### src/rtl/serial_boot_bridge.sv
// serial_boot_bridge: serial boot loader plus CPU store-address serialiser.
//   RX side : bits on ser_in (qualified by rx_en, MSB first) are assembled into
//             bytes and written to instruction memory at a linearly increasing
//             load address. After LOAD_WORDS*DW/8 bytes the CPU owns imem
//             (boot_done) and imem_addr follows cpu_pc.
//   TX side : after boot, CPU store addresses are queued in a FIFO and sent
//             MSB first on tx_ser_out whenever tx_en allows.
// Optional feature: define TX_PARITY_EN to append an even-parity bit per frame.
// Ports:
//   clk, rst (async, active-high)
//   rx_en, ser_in                 : serial load input
//   cpu_pc                        : CPU fetch address (drives imem_addr after boot)
//   cpu_dmem_we, cpu_dmem_addr    : CPU store strobe / address
//   tx_en                         : TX serialiser may advance
//   imem_we, imem_wdata, imem_addr: instruction-memory byte write port
//   boot_done                     : sticky, load finished
//   tx_ser_out, tx_valid          : serial store-address stream
//   tx_ovf                        : sticky, a store was dropped on a full FIFO
module serial_boot_bridge #(
  parameter int unsigned DW         = 32,
  parameter int unsigned AW         = 32,
  parameter int unsigned LOAD_WORDS = 16,
  parameter int unsigned FIFO_DEPTH = 4
) (
  input  logic          clk,
  input  logic          rst,
  input  logic          rx_en,
  input  logic          ser_in,
  input  logic [AW-1:0] cpu_pc,
  input  logic          cpu_dmem_we,
  input  logic [AW-1:0] cpu_dmem_addr,
  input  logic          tx_en,
  output logic          imem_we,
  output logic [7:0]    imem_wdata,
  output logic [AW-1:0] imem_addr,
  output logic          boot_done,
  output logic          tx_ser_out,
  output logic          tx_valid,
  output logic          tx_ovf
);

  localparam int unsigned LOAD_BYTES = LOAD_WORDS * DW / 8;
  localparam int unsigned PW         = (FIFO_DEPTH > 1) ? $clog2(FIFO_DEPTH) : 1;
  localparam int unsigned CNTW       = PW + 1;
  localparam int unsigned BW         = (AW > 1) ? $clog2(AW) : 1;

  typedef enum logic {SHIFT, DONE} rx_state_t;

`ifdef TX_PARITY_EN
  typedef enum logic [1:0] {TX_IDLE, TX_SHIFT, TX_PAR} tx_state_t;
`else
  typedef enum logic [1:0] {TX_IDLE, TX_SHIFT} tx_state_t;
`endif

  rx_state_t       rx_state;
  logic [7:0]      rx_byte;
  logic [2:0]      bit_cnt;
  logic [AW-1:0]   load_addr;

  tx_state_t       tx_state;
  logic [AW-1:0]   tx_shreg;
  logic [BW-1:0]   tx_cnt;
`ifdef TX_PARITY_EN
  logic            tx_par;
`endif

  logic [AW-1:0]   fifo_mem [FIFO_DEPTH];
  logic [PW-1:0]   wr_ptr;
  logic [PW-1:0]   rd_ptr;
  logic [CNTW-1:0] fifo_cnt;

  logic            fifo_full_c;
  logic            fifo_empty_c;
  logic            push_req_c;
  logic            push_c;
  logic            pop_c;
  logic [AW-1:0]   fifo_head_c;

  // imem is owned by the loader until boot completes, then by the CPU fetch path
  assign imem_addr = boot_done ? cpu_pc : load_addr;

  // RX loader: byte assembly, write strobe, load address and boot handover
  always_ff @(posedge clk or posedge rst) begin
    if (rst) begin
      rx_state   <= SHIFT;
      rx_byte    <= '0;
      bit_cnt    <= '0;
      load_addr  <= '0;
      imem_we    <= 1'b0;
      imem_wdata <= '0;
      boot_done  <= 1'b0;
    end else begin
      imem_we <= 1'b0;
      case (rx_state)
        SHIFT: begin
          // shifting keeps running during the write cycle so no bit is lost
          if (rx_en) begin
            rx_byte <= {rx_byte[6:0], ser_in};
            bit_cnt <= bit_cnt + 3'd1;
            if (bit_cnt == 3'd7) begin
              imem_we    <= 1'b1;
              imem_wdata <= {rx_byte[6:0], ser_in};
            end
          end
          // address advances after the write; the final write hands over imem
          if (imem_we) begin
            if (load_addr == AW'(LOAD_BYTES - 1)) begin
              rx_state  <= DONE;
              boot_done <= 1'b1;
            end else begin
              load_addr <= load_addr + AW'(1);
            end
          end
        end
        DONE:    boot_done <= 1'b1;
        default: rx_state  <= SHIFT;
      endcase
    end
  end

  // FIFO control; a full FIFO still accepts a push when the TX side pops
  assign fifo_full_c  = (fifo_cnt == CNTW'(FIFO_DEPTH));
  assign fifo_empty_c = (fifo_cnt == '0);
  assign fifo_head_c  = fifo_mem[rd_ptr];
  assign pop_c        = (tx_state == TX_IDLE) && tx_en && !fifo_empty_c;
  assign push_req_c   = boot_done && cpu_dmem_we;
  assign push_c       = push_req_c && (!fifo_full_c || pop_c);

  // FIFO storage (no reset needed; occupancy is tracked by the counters)
  always_ff @(posedge clk) begin
    if (push_c) fifo_mem[wr_ptr] <= cpu_dmem_addr;
  end

  // FIFO pointers, occupancy and sticky overflow
  always_ff @(posedge clk or posedge rst) begin
    if (rst) begin
      wr_ptr   <= '0;
      rd_ptr   <= '0;
      fifo_cnt <= '0;
      tx_ovf   <= 1'b0;
    end else begin
      if (push_c)
        wr_ptr <= (wr_ptr == PW'(FIFO_DEPTH - 1)) ? '0 : wr_ptr + PW'(1);
      if (pop_c)
        rd_ptr <= (rd_ptr == PW'(FIFO_DEPTH - 1)) ? '0 : rd_ptr + PW'(1);
      case ({push_c, pop_c})
        2'b10:   fifo_cnt <= fifo_cnt + CNTW'(1);
        2'b01:   fifo_cnt <= fifo_cnt - CNTW'(1);
        default: fifo_cnt <= fifo_cnt;
      endcase
      if (push_req_c && !push_c) tx_ovf <= 1'b1;
    end
  end

  // TX serialiser FSM; every transition, including the pop, waits for tx_en
  always_ff @(posedge clk or posedge rst) begin
    if (rst) begin
      tx_state <= TX_IDLE;
      tx_shreg <= '0;
      tx_cnt   <= '0;
`ifdef TX_PARITY_EN
      tx_par   <= 1'b0;
`endif
    end else begin
      case (tx_state)
        TX_IDLE: begin
          if (pop_c) begin
            tx_shreg <= fifo_head_c;
            tx_cnt   <= '0;
`ifdef TX_PARITY_EN
            tx_par   <= ^fifo_head_c;
`endif
            tx_state <= TX_SHIFT;
          end
        end
        TX_SHIFT: begin
          if (tx_en) begin
            tx_shreg <= tx_shreg << 1;
            if (tx_cnt == BW'(AW - 1)) begin
`ifdef TX_PARITY_EN
              tx_state <= TX_PAR;
`else
              tx_state <= TX_IDLE;
`endif
            end else begin
              tx_cnt <= tx_cnt + BW'(1);
            end
          end
        end
`ifdef TX_PARITY_EN
        TX_PAR: begin
          if (tx_en) tx_state <= TX_IDLE;
        end
`endif
        default: tx_state <= TX_IDLE;
      endcase
    end
  end

  // TX line: a bit is presented in the same cycle tx_en grants it
  always_comb begin
    tx_valid   = 1'b0;
    tx_ser_out = 1'b0;
    case (tx_state)
      TX_SHIFT: begin
        tx_valid   = tx_en;
        tx_ser_out = tx_en & tx_shreg[AW-1];
      end
`ifdef TX_PARITY_EN
      TX_PAR: begin
        tx_valid   = tx_en;
        tx_ser_out = tx_en & tx_par;
      end
`endif
      default: ;
    endcase
  end

endmodule

### config.mk
export PLATFORM = sky130hd
export DESIGN_NAME = serial_boot_bridge
export DESIGN_NICKNAME = d
export VERILOG_FILES = /design/src/rtl/serial_boot_bridge.sv
export SDC_FILE = /design/constraint.sdc
export NUM_CORES = 1
export LEC_CHECK = 0
export ABC_AREA = 1
export CAP_MARGIN = 15
export CORE_MARGIN = 10
export CORE_UTILIZATION = 45
export CTS_CLUSTER_SIZE = 24
export DETAILED_ROUTE_END_ITERATION = 16
export PLACE_DENSITY = 0.66
export SETUP_SLACK_MARGIN = 0.2
export SLEW_MARGIN = 10
export SYNTH_ARGS = -nofsm -noshare
export SYNTH_HDL_FRONTEND = slang
export SYNTH_SLANG_ARGS = --single-unit
### constraint.sdc
create_clock -name clk -period 4.9 [get_ports clk]
set_input_delay 0.735 -clock clk [delete_from_list [all_inputs] [get_ports clk]]
set_output_delay 0.735 -clock clk [all_outputs]
set_load 0.05 [all_outputs]
==> out/metrics.csv <==
stage,metric,value,unit
clock_network,clock-root-buffer,clkbuf_16,
timing,fin_ws,1.56,ns
placement,portBuffers,114,
timing,worst_pin_slew,1.14,ns
clock_network,post_cts_buffers,0,
worst_setup_path,arrival,2.60,ns
worst_setup_path,crit_required,4.16,ns
grt,grt_max_degree,66,
routing,drtIter0Drc,540,
die,core-area,22800,um^2
synthesis,ys.flop_type,edfxtp_1,
synthesis,syn_inst,1131,
die,initial_core_util,0.461,
clock_network,ctsResizeCount,0,
grt,grt_pass1_wl,40000,um
final_layout,syn_to_final_growth,20.2,%
routing,wl_per_cell,15.9,um
grt,overflow,0,
worst_setup_path,criticalPathCategory,register to output pin,
die,die_h,173,um
timing,finalSetupViolCount,0,
final_layout,antenna_cells,0,
worst_setup_path,cp_max_fo,62,
worst_setup_path,endpoint_kind,output pin,
grt,antenna_found_initial,0,
timing,max_freq,300,MHz
status,status,completed,
worst_setup_path,slowest_delay,0.92,ns
routing,vias,8061,
timing,slew_viol_final,0,
timing,rsz0062_at_grt,false,
timing,fin_setup_tns,0,ns
clock_network,cts_hold_buffers,0,
synthesis,syn_area,10500,um^2
synthesis,async_flop_share,0.436,
timing,skew,0.0155,ns
grt,grt_pass1_vias,7754,
synthesis,syn_avg_cell_area,9.28,um^2
die,rows,55,
clock_network,cts.path.max_buffers,3,
synthesis,ys_ff_latch,227,
placement,gp_congestion,0.862,
routing,wirelength,24800,um
worst_setup_path,startpoint_type,register,
worst_hold_path,worst_hold_path_type,register to register,
worst_setup_path,crit_slowest_cell,dfrtp_2,
synthesis,synth_edf_count,128,
worst_setup_path,crit_family,flip-flops,
routing,antenna_left,0,
synthesis,synth-seq-area-share,0.603,
placement,hpwlAfterDp,16200,um
power_and_ir_drop,peakVddDrop,0.374,mV
final_layout,drive_gt1_frac,0.0602,
routing,dr.pass1.iters,7,
synthesis,synth_cell_types,33,
placement,pre_cts_slack,1.55,ns
synthesis,syn-num-nets,1212,
final_layout,multi_input_area,3600,um^2
clock_network,numClockSinks,227,
clock_network,cts_buffers,24,
die,io_pins,115,
power_and_ir_drop,powerDensity,430,nW/um^2
die,die_w,173,um
clock_network,clk_pin_slew,0.06,ns
timing,maxSlewHeadroom,0.239,
worst_setup_path,crit_buf_inv,1,
routing,remaining_drc_errors,0,
die,die-area,29800,um^2
power_and_ir_drop,power.leakage,5.00,nW
final_layout,fillers,2037,
timing,fin_crit,3.34,ns
timing,hold_viol,0,
clock_network,htree_levels,1,
worst_setup_path,path_cells,"mux2_2, clkdlybuf4s50_1",
job,maxCapViolCount,0,
clock_network,clk_latency,0.53,ns
synthesis,synth_warnings,0,
grt,grt.total_usage,0.160,
timing,period_share,0.681,
routing,viasPerCell,5.17,
final_layout,nNetsFinal,1308,
placement,place_area,11800,um^2
final_layout,regArea,6320,um^2
clock_network,cts_tree,built,
final_layout,fin_area,12600,um^2
## cell type report
class                   instances  area share
flip-flops and latches        227       0.502
multi-input cells             765       0.286
repair buffers                121      0.0947
clock buffers                  30      0.0502
well taps                     313      0.0311
inverters                      88      0.0264
clock inverters                14      0.0102
## cells by family (layout without fill, tap and decap cells)
group	count (synthesis)	after routing	synth area share
DFF	227	227	0.603
adders and majority gates	11	11	0.0138
xor gates and xnor gates	10	10	0.00835
and+or+nand+nor	545	545	0.212
buffers and inverters	139	253	0.0568
muxes	5	5	0.00537
AOI/OAI and AO/OA	194	194	0.101
## power by group
| part | switching, W | internal (W) | leakage, nW |
|---|---|---|---|
| clock | 0.000734 | 0.000979 | 0.357 |
| sequential | 0.000147 | 0.00224 | 2.44 |
| combinational | 0.000870 | 0.000455 | 2.20 |
| total | 0.00175 | 0.00367 | 5.00 |
## worst paths after layout
check	cells past startpoint	end	slack, ns	from
min in group asynchronous	2	imem_wdata[6]$_DFFE_PP0P_	0.59	rst
worst max-delay path	2	imem_addr[2]	1.56	boot_done$_DFFE_PP0P_
worst min register to register	2	imem_wdata[7]$_DFFE_PP0P_	0.48	rx_byte[6]$_DFFE_PP0P_
max in group asynchronous	3	tx_shreg[28]$_DFFE_PP0P_	3.47	rst
worst min-delay path	2	imem_wdata[7]$_DFFE_PP0P_	0.48	rx_byte[6]$_DFFE_PP0P_
worst max register to register	4	fifo_mem[0][12]$_DFFE_PP_	1.99	boot_done$_DFFE_PP0P_
## worst register-to-register path: stages (launching register included)
cell	delay, ns
dfrtp_2	0.92
nand2_1	0.25
inv_1	0.14
nand2_1	0.25
nor2_4	0.95
## cells in the final DEF, fill, tap and decap left out, types with 9 or more instances in the layout
master,Yosys,final
xor2_1,9,9
o21ai_0,138,138
nand2_1,290,290
nor2_1,153,149
inv_1,84,83
edfxtp_1,128,128
nand3_1,77,77
o221ai_1,15,15
ha_1,10,10
a21oi_1,12,12
o22ai_1,26,26
dfrtp_1,99,97
clkbuf_16,0,24
clkdlybuf4s50_1,0,114
## routing by layer
metal	GRT usage	up-vias	wire, um
met3	0.0290	44	1330
met1	0.207	3814	11100
met5	0	-	0
met4	0.0417	0	522
li1	-	3979	-
met2	0.270	224	11800
## registers in the layout, summed over array words and instances (netlist names)
| name | flops |
|---|---|
| fifo_mem | 128 |
| load_addr | 32 |
| tx_shreg | 32 |
| imem_wdata | 8 |
| rx_byte | 7 |
| tx_cnt | 5 |
| bit_cnt | 3 |
| fifo_cnt | 3 |
| rd_ptr | 2 |
| wr_ptr | 2 |
| boot_done | 1 |
| imem_we | 1 |
| rx_state | 1 |
| tx_ovf | 1 |
| tx_state | 1 |
## stage by stage
stage | util | power [W] | std cells | hold WS, ns
after floorplan | - | 0.00335 | 1131 | 0.442
after global placement | 0.520 | 0.00371 | 1514 | 0.454
after detailed placement | 0.520 | 0.00375 | 1514 | 0.462
after CTS | 0.553 | 0.00547 | 1558 | 0.478
after global routing | 0.553 | 0.00575 | 1558 | 0.490
final | 0.553 | 0.00542 | 1558 | 0.476
## cells in the mapped netlist, types with 5 or more instances
cell type	number	area, um^2
o22ai_1	26	163
nand2_1	290	1090
inv_1	84	315
a21oi_1	12	60.1
or2_2	7	43.8
o221ai_1	15	131
xor2_1	9	78.8
buf_2	11	55.1
dfrtp_1	99	2480
nand3_1	77	385
o21ai_0	138	691
ha_1	10	125
clkbuf_1	31	116
mux2_2	5	56.3
edfxtp_1	128	3840
nor2_1	153	574
No activity file was read; power rests on OpenSTA's default activity.
